`src/rtl/image_cache_reader.sv`:
```
// Raster-order read sequencer for the image cache: issues reads and turns 1-cycle-latency data into a valid/ready pixel stream.
// Define IMAGE_CACHE_READER_ROI_EN to add a region-of-interest scan window latched at start.
module image_cache_reader #(
  parameter int IMG_W     = 320,
  parameter int IMG_H     = 240,
  parameter int X_WIDTH   = 9,
  parameter int Y_WIDTH   = 8,
  parameter int WORD_SIZE = 8
) (
  input  logic                 clk,
  input  logic                 reset_n,
  input  logic                 start,
  output logic                 busy,
  output logic                 done,
  output logic [Y_WIDTH-1:0]   raddr_y,
  output logic [X_WIDTH-1:0]   raddr_x,
  input  logic [WORD_SIZE-1:0] q,
`ifdef IMAGE_CACHE_READER_ROI_EN
  input  logic [X_WIDTH-1:0]   roi_x0,
  input  logic [Y_WIDTH-1:0]   roi_y0,
  input  logic [X_WIDTH:0]     roi_w,
  input  logic [Y_WIDTH:0]     roi_h,
`endif
  output logic [WORD_SIZE-1:0] pix_data,
  output logic [X_WIDTH-1:0]   pix_x,
  output logic [Y_WIDTH-1:0]   pix_y,
  output logic                 pix_eol,
  output logic                 pix_eof,
  output logic                 pix_valid,
  input  logic                 pix_ready
);

  typedef enum logic [1:0] {S_IDLE, S_RUN, S_DRAIN, S_DONE} state_t;

  state_t               state;
  logic [X_WIDTH-1:0]   scan_x0, scan_x1, load_x;
  logic [Y_WIDTH-1:0]   scan_y1, load_y;
  logic                 scan_empty;

  logic                 inflight;
  logic [X_WIDTH-1:0]   if_x;
  logic [Y_WIDTH-1:0]   if_y;
  logic                 if_eol, if_eof;

  logic [WORD_SIZE-1:0] tail_data;
  logic [X_WIDTH-1:0]   tail_x;
  logic [Y_WIDTH-1:0]   tail_y;
  logic                 tail_eol, tail_eof, tail_valid;

`ifdef IMAGE_CACHE_READER_ROI_EN
  assign load_x     = roi_x0;
  assign load_y     = roi_y0;
  assign scan_empty = (roi_w == '0) || (roi_h == '0);

  // Window bounds are frozen at start so ROI inputs may change mid-scan.
  always_ff @(posedge clk or negedge reset_n) begin
    if (!reset_n) begin
      scan_x0 <= '0;
      scan_x1 <= '0;
      scan_y1 <= '0;
    end else if (state == S_IDLE && start) begin
      scan_x0 <= roi_x0;
      scan_x1 <= X_WIDTH'(32'(roi_x0) + 32'(roi_w) - 32'd1);
      scan_y1 <= Y_WIDTH'(32'(roi_y0) + 32'(roi_h) - 32'd1);
    end
  end
`else
  assign load_x     = '0;
  assign load_y     = '0;
  assign scan_empty = 1'b0;
  assign scan_x0    = '0;
  assign scan_x1    = X_WIDTH'(IMG_W - 1);
  assign scan_y1    = Y_WIDTH'(IMG_H - 1);
`endif

  logic       x_at_end, y_at_end, pop, issue;
  logic [1:0] occupancy;

  assign x_at_end  = (raddr_x == scan_x1);
  assign y_at_end  = (raddr_y == scan_y1);
  assign pop       = pix_valid & pix_ready;
  assign occupancy = {1'b0, pix_valid} + {1'b0, tail_valid} + {1'b0, inflight};
  // A read may only be launched if its data is guaranteed a FIFO slot when it returns.
  assign issue     = (state == S_RUN) && ((occupancy < 2'd2) || pop);

  always_ff @(posedge clk or negedge reset_n) begin
    if (!reset_n) begin
      state    <= S_IDLE;
      busy     <= 1'b0;
      done     <= 1'b0;
      raddr_x  <= '0;
      raddr_y  <= '0;
      inflight <= 1'b0;
      if_x     <= '0;
      if_y     <= '0;
      if_eol   <= 1'b0;
      if_eof   <= 1'b0;
    end else begin
      inflight <= issue;
      case (state)
        S_IDLE: begin
          if (start) begin
            busy <= 1'b1;
            if (scan_empty) begin
              state <= S_DONE;
              done  <= 1'b1;
            end else begin
              state   <= S_RUN;
              raddr_x <= load_x;
              raddr_y <= load_y;
            end
          end
        end
        S_RUN: begin
          if (issue) begin
            if_x   <= raddr_x;
            if_y   <= raddr_y;
            if_eol <= x_at_end;
            if_eof <= x_at_end && y_at_end;
            if (x_at_end && y_at_end) begin
              state <= S_DRAIN;
            end else if (x_at_end) begin
              raddr_x <= scan_x0;
              raddr_y <= raddr_y + 1'b1;
            end else begin
              raddr_x <= raddr_x + 1'b1;
            end
          end
        end
        S_DRAIN: begin
          if (pop && pix_eof) begin
            state <= S_DONE;
            done  <= 1'b1;
          end
        end
        default: begin
          state <= S_IDLE;
          busy  <= 1'b0;
          done  <= 1'b0;
        end
      endcase
    end
  end

  // Two-entry FIFO whose head register drives the stream outputs directly.
  always_ff @(posedge clk or negedge reset_n) begin
    if (!reset_n) begin
      pix_valid  <= 1'b0;
      pix_data   <= '0;
      pix_x      <= '0;
      pix_y      <= '0;
      pix_eol    <= 1'b0;
      pix_eof    <= 1'b0;
      tail_valid <= 1'b0;
      tail_data  <= '0;
      tail_x     <= '0;
      tail_y     <= '0;
      tail_eol   <= 1'b0;
      tail_eof   <= 1'b0;
    end else if (pop) begin
      if (tail_valid) begin
        pix_data <= tail_data;
        pix_x    <= tail_x;
        pix_y    <= tail_y;
        pix_eol  <= tail_eol;
        pix_eof  <= tail_eof;
        if (inflight) begin
          tail_data <= q;
          tail_x    <= if_x;
          tail_y    <= if_y;
          tail_eol  <= if_eol;
          tail_eof  <= if_eof;
        end else begin
          tail_valid <= 1'b0;
        end
      end else if (inflight) begin
        pix_data <= q;
        pix_x    <= if_x;
        pix_y    <= if_y;
        pix_eol  <= if_eol;
        pix_eof  <= if_eof;
      end else begin
        pix_valid <= 1'b0;
      end
    end else if (inflight) begin
      if (!pix_valid) begin
        pix_valid <= 1'b1;
        pix_data  <= q;
        pix_x     <= if_x;
        pix_y     <= if_y;
        pix_eol   <= if_eol;
        pix_eof   <= if_eof;
      end else begin
        tail_valid <= 1'b1;
        tail_data  <= q;
        tail_x     <= if_x;
        tail_y     <= if_y;
        tail_eol   <= if_eol;
        tail_eof   <= if_eof;
      end
    end
  end

endmodule

```
`config.mk`:
```
export PLATFORM = sky130hd
export DESIGN_NAME = image_cache_reader
export DESIGN_NICKNAME = d
export VERILOG_FILES = /design/src/rtl/image_cache_reader.sv
export SDC_FILE = /design/constraint.sdc
export NUM_CORES = 1
export LEC_CHECK = 0
export CORE_AREA = 3 3 116 95
export CTS_CLUSTER_DIAMETER = 200
export DETAILED_ROUTE_END_ITERATION = 8
export DIE_AREA = 0 0 119 98
export PLACE_DENSITY = 0.72
export SYNTH_ARGS = -nofsm -noshare
export SYNTH_HDL_FRONTEND = slang
export SYNTH_SLANG_ARGS = --single-unit
```
`constraint.sdc`:
```
create_clock -name clk -period 2.26 [get_ports clk]
set_clock_uncertainty 0.05 [all_clocks]
set_input_delay 0.678 -clock clk [delete_from_list [all_inputs] [get_ports clk]]
set_output_delay 0.678 -clock clk [all_outputs]
set_load 0.03 [all_outputs]
```
==> results of run 1 <==
==> cell type report <==
type	instances	area share [%]
inverters	8	0.526
repair buffers	86	15.6
clock buffers	13	4.39
multi-input cells	248	33.6
clock inverters	3	0.417
well taps	136	2.98
flip-flops and latches	97	42.5
==> Yosys cell counts, types with 2 or more instances <==
cell	n
a2111oi_2	2
and3_1	2
nor2b_1	4
nor2_1	7
a22o_1	4
o21ai_1	2
o21ai_0	38
o211ai_1	2
ha_1	7
nand4_1	3
nand2_1	46
nand3_1	11
mux2_2	43
o41ai_1	2
o31ai_1	2
o311ai_1	2
a21o_1	3
or3_1	2
xnor2_1	2
inv_1	8
nand2b_1	2
a21oi_1	5
clkbuf_1	8
mux2i_1	31
dfrtp_1	97
nor3_1	3
buf_2	9
==> flip-flops by register name, indices dropped and copies added, names as in the netlist, 2 cells and up <==
name	flops
tail_x	9
pix_y	8
tail_y	8
pix_data	8
if_y	8
raddr_x	9
tail_data	8
pix_x	9
if_x	9
raddr_y	8
state	2
==> logic make-up after synthesis <==
| group | count (synthesis) |
|---|---|
| DFF | 97 |
| and+or+nand+nor | 93 |
| xor gates and xnor gates | 2 |
| buffers and inverters | 26 |
| adders and majority gates | 7 |
| muxes | 74 |
| AOI/OAI and AO/OA | 72 |
==> power groups by stage <==
stage | combinational [mW] | sequential (mW) | clock (mW)
3_3_place_gp | 2.75 | 2.44 | 0
2_1_floorplan | 1.28 | 2.82 | 0
4_1_cts | 2.79 | 2.44 | 1.45
6_report | 2.74 | 2.43 | 1.41
5_1_grt | 2.97 | 2.49 | 1.52
3_5_place_dp | 2.80 | 2.47 | 0
==> what timing repair did <==
action	in CTS	in global routing
resized for setup	14	2
pin swaps	0	0
cloned	0	0
setup endpoints to repair	14	2
==> layer usage <==
metal  vias up  share of wire, %
met1      1534                49
li1       1500                 -
met2        79                45
met5         -                 0
met3         8               5.3
met4         0              0.88
==> path summary, 6_finish.rpt <==
check | to | slack (ps) | cells after the start
setup reg to reg | raddr_x[5] | 220 | 6
hold reg to reg | pix_y[2] | 430 | 2
min in group clk | pix_y[2] | 430 | 2
hold / removal | pix_data[4] | 240 | 1
setup / recovery | pix_eof | 90 | 1
max in group asynchronous | tail_data[4] | 1370 | 2
==> metrics by stage <==
stage	instance area, um^2	TNS (ps)	hold slack [ps]	power, mW	worst slack, ps
finish	5710	0	243	6.58	92.5
detailed placement	5450	-6300	420	5.27	-235
global route	5710	0	256	6.98	33.0
floorplan	4440	0	332	4.11	137
global placement	5450	-5150	410	5.20	-226
CTS	5700	0	249	6.67	0.852
==> flow_summary.toml, run 1 <==
[status]
status = "complete, no violations"

[global_route]
overflow = 0
globalRouteMet3Util_pct = 5.44
use_met1_pct = 23.8
grt_util_met2_pct = 25.6
grt_max_degree = 55
grt_busiest_layer = "met2"
grt_pass1_vias = 3069
antenna_found_initial = 0
grt_util_all_layers_pct = 16.8
grt_pass1_wl_um = 15800

[synthesis]
synthesis.area_um2 = 4440
synth_fa_ha_area_share_pct = 1.97
synthMuxAreaShare_pct = 17.9
yosys.area_share.simple_pct = 11.7
synth-seq-cells = 97
synth_top_area_share_pct = 54.7
yosys.area.top_type = "dfrtp_1"
synth_area_leaders = "dfrtp_1 (55%), mux2_2 (11%), mux2i_1 (7.0%)"
synthFlopType = "dfrtp_1"
synth_fp_nets = 390
synth-seq-area-share_pct = 54.7
syn_inst = 371
syn_area_per_cell_um2 = 12.0
async_reset_ff_share_pct = 100
synth_xor_area_share_pct = 0.395
synth_top_family_by_area = "multiplexers"
yosys_warnings = 0
synth-edff-count = 0
synth_compound_area_share_pct = 10.9
yosys.cell_types.count = 51

[layout]
seq_area_um2 = 2430
stdcell_count = 591
mostFrequentLayoutCells = "dfrtp_1 (97), nand2_1 (46), mux2_2 (43)"
multi_input_area_um2 = 1920
final_common_cell = "dfrtp_1"
layout.nets = 469
fill_cells = 840
drive_above_1_share_pct = 22.2
antennaDiodeCount = 0
area_growth_pct = 28.6
utilization_pct = 58.2

[die]
core_area_um2 = 9810
start_util_pct = 45.2
dieArea_um2 = 11700
die_x_um = 119
fp.dieH_um = 98
placementRows = 32
ios = 59

[timing]
setup_viol = 0
worstMarginPinSlew_ps = 475
slew_headroom_pct = 68.4
maxClockFrequency_ghz = 0.461
finalMaxSlewViolations = 0
post-route-period-util_pct = 95.9
rsz0062_at_grt = "false"
min_period_ps = 2170
hold_violations = 0

[placement]
gp_congestion = 0.893
placed_cells = 575
numPortBuffers = 58
hpwl_um = 6620

[pwr]
power.internal_mw = 4.24
power_frac_comb_pct = 41.6
irDropWorstVdd_uv = 599
seq_power_share_pct = 36.9
p_clk_share_pct = 21.4
swShare_pct = 35.6
cellPowerDensity_nw_per_um2 = 1150
switchingPower_mw = 2.34
power.leakage_nw = 2.56

[critical_path]
cp_num_buf_inv = 1
worstSetupStartpointType = "register"
crit_type = "register to output port"
startpoint = "pix_eof"
critPathArrivalTime_ps = 1440
slowest_delay_ps = 690
cp_max_fo = 3
cp_top_family = "buffers and inverters"
required_ps = 1530
rr_startpoint = "inflight"
path_cells = "clkdlybuf4s50_1"
setup.worst_path.end_class = "output port"
critPathSlowestCell = "clkdlybuf4s50_1"

[clock_tree]
clk_pin_slew_ps = 70
cts_buffer_depth = 2
cts_tree = "done"
cts_root_buffer = "clkbuf_16"
cts_buffers = 9
postCtsHoldBufs = 0
cts_htree_levels = 3
clock_latency_ps = 340
cts_sinks = 97
post_cts_buffers = 0

[route]
vias = 3121
drt_wl_total_um = 9280
antenna_left = 0
post-route-drc-count = 0
avgRoutedWirePerCell_um = 15.7
post_drt_via_cell_ratio = 5.28
dr.pass1.iters = 4
drtIter0Drc = 195

[min_path]
hold_path_class = "input port to async pin"

[run]
max_cap_violations = 0
No activity file was read; power rests on OpenSTA's default activity.
==> inputs of run 2 (changes only) <==
--- a/config.mk
+++ b/config.mk
@@ -9,7 +9,7 @@
 export CTS_CLUSTER_DIAMETER = 200
 export DETAILED_ROUTE_END_ITERATION = 8
 export DIE_AREA = 0 0 119 98
-export PLACE_DENSITY = 0.72
+export PLACE_DENSITY = 0.68
 export SYNTH_ARGS = -nofsm -noshare
 export SYNTH_HDL_FRONTEND = slang
 export SYNTH_SLANG_ARGS = --single-unit
==> run 2 against run 1 <==
Register-to-register slack got worse by 80 ps. Clock power about the same. Die area unchanged. First-iteration DRC count increased by 25%. Worst hold slack got worse by 90 ps. Clock-buffer cell count decreased by 1. Combinational power decreased by 3%. Utilization decreased by 0.68 points. Sequential share of layout area increased by 0.50 points. Sequential power about the same. Non-clock buffer count decreased by 1. Total power decreased by 1.4%. Highest routed layer unchanged.
==> flow_summary.toml, run 2 (same netlist as run 1, synthesis figures left out) <==
[critical_path]
cp_num_buf_inv = 1
crit_type = "register to output port"
path_cells = "clkdlybuf4s50_1"
critPathArrivalTime_ps = 1460
reg2reg_to = "raddr_y[7]"
crit_cells = 1
cp_top_family = "buffers and inverters"
startpoint = "raddr_x[7]"
required_ps = 1530
worstSetupStartpointType = "register"
r2r_cells = 7
rrSetupSlack_ps = 140
setup.worst_path.end_class = "output port"
slowest_delay_ps = 700
cp_max_fo = 4
rr_startpoint = "state[1]"
critPathSlowestCell = "clkdlybuf4s50_1"
endpoint = "raddr_x[7]"

[pwr]
power.leakage_nw = 2.53
irDropWorstVdd_uv = 1020
cellPowerDensity_nw_per_um2 = 1150
power_mw = 6.49

[clock_tree]
cts_sinks = 97
clock_latency_ps = 340
post_cts_buffers = 0
postCtsHoldBufs = 0
cts_root_buffer = "clkbuf_16"
cts_htree_levels = 3
clk_pin_slew_ps = 70
cts_tree = "done"
cts_buffers = 9
cts_buffer_depth = 2

[die]
fp.dieH_um = 98
core_area_um2 = 9810
ios = 59
start_util_pct = 45.2
dieArea_um2 = 11700
placementRows = 32
die_x_um = 119

[timing]
hold_violations = 0
rsz0062_at_grt = "false"
min_period_ps = 2190
worstMarginPinSlew_ps = 401
finalMaxSlewViolations = 0
slew_headroom_pct = 72.5
post-route-period-util_pct = 96.8
setup_viol = 0
holdWs_ps = 153
maxClockFrequency_ghz = 0.457

[layout]
seq_area_um2 = 2430
layout.nets = 468
fill_cells = 815
drive_above_1_share_pct = 22.0
mostFrequentLayoutCells = "dfrtp_1 (97), nand2_1 (46), mux2_2 (43)"
multi_input_area_um2 = 1920
antennaDiodeCount = 0
area_growth_pct = 27.1
stdcell_count = 590
final_common_cell = "dfrtp_1"

[global_route]
grt_pass1_wl_um = 16200
grt_max_degree = 58
overflow = 0
grt_util_all_layers_pct = 17.3
antenna_found_initial = 0
grt_pass1_vias = 3176

[route]
vias = 3216
antenna_left = 0
post_drt_via_cell_ratio = 5.45
drt_wl_total_um = 9630
post-route-drc-count = 0
drtIter0Drc = 244
dr.pass1.iters = 5
avgRoutedWirePerCell_um = 16.3

[placement]
numPortBuffers = 58
gp_congestion = 0.849
hpwl_um = 6700
placed_cells = 574

[status]
status = "complete, no violations"

[run]
max_cap_violations = 0

[min_path]
hold_path_class = "input port to async pin"
run 2: cell types whose count changed in the layout (fill, tap and decap cells not counted):
cell and change:
buf_4 +3, buf_12 -4, clkinv_2 +1, clkbuf_8 -1
run 2: what timing repair did:
item,in CTS,in global routing
endpoints found under the setup margin,14,2
pin swaps,0,0
gates resized for setup,14,2
hold endpoints to repair,0,0
run 2: worst min-delay path by stage:
stage                startpoint           to  slack [ps]  depth (start not counted)
floorplan               reset_n         busy         330                          0
global placement    pix_data[0]  pix_data[0]         410                          2
detailed placement     pix_x[5]     pix_x[5]         420                          2
CTS                     reset_n  pix_data[2]         160                          1
global route            reset_n  pix_data[6]         160                          1
finish                  reset_n  pix_data[2]         150                          1
run 2: final cells by class:
type                    count  share of cell area (%)
well taps                 136                    3.02
repair buffers             85                    14.7
flip-flops and latches     97                    43.0
clock buffers              12                    4.19
multi-input cells         248                    34.0
inverters                   8                   0.532
clock inverters             4                   0.510
run 2: report_power, final:
group          total, mW  leakage (nW)  switching [mW]  internal (mW)
clock               1.40         0.123           0.648          0.750
sequential          2.43          1.20           0.277           2.15
combinational       2.67          1.21            1.43           1.24
run 2: per-stage QoR:
stage / TNS, ps / setup slack (ps) / instance area [um^2] / util (%)
CTS: 0 / 10.5 / 5640 / 57.4
global route: 0 / 22.0 / 5640 / 57.5
finish: 0 / 73.0 / 5640 / 57.5
global placement: -2410 / -135 / 5390 / 54.9
floorplan: 0 / 137 / 4440 / -
detailed placement: -3910 / -234 / 5390 / 54.9
run 2: layer usage:
metal	global-route usage, %	routed length (um)	vias to the layer above
met5	0	0	-
met4	5.70	151	0
met3	4.11	504	12
met2	26.7	4520	96
met1	24.2	4450	1606
li1	-	-	1502
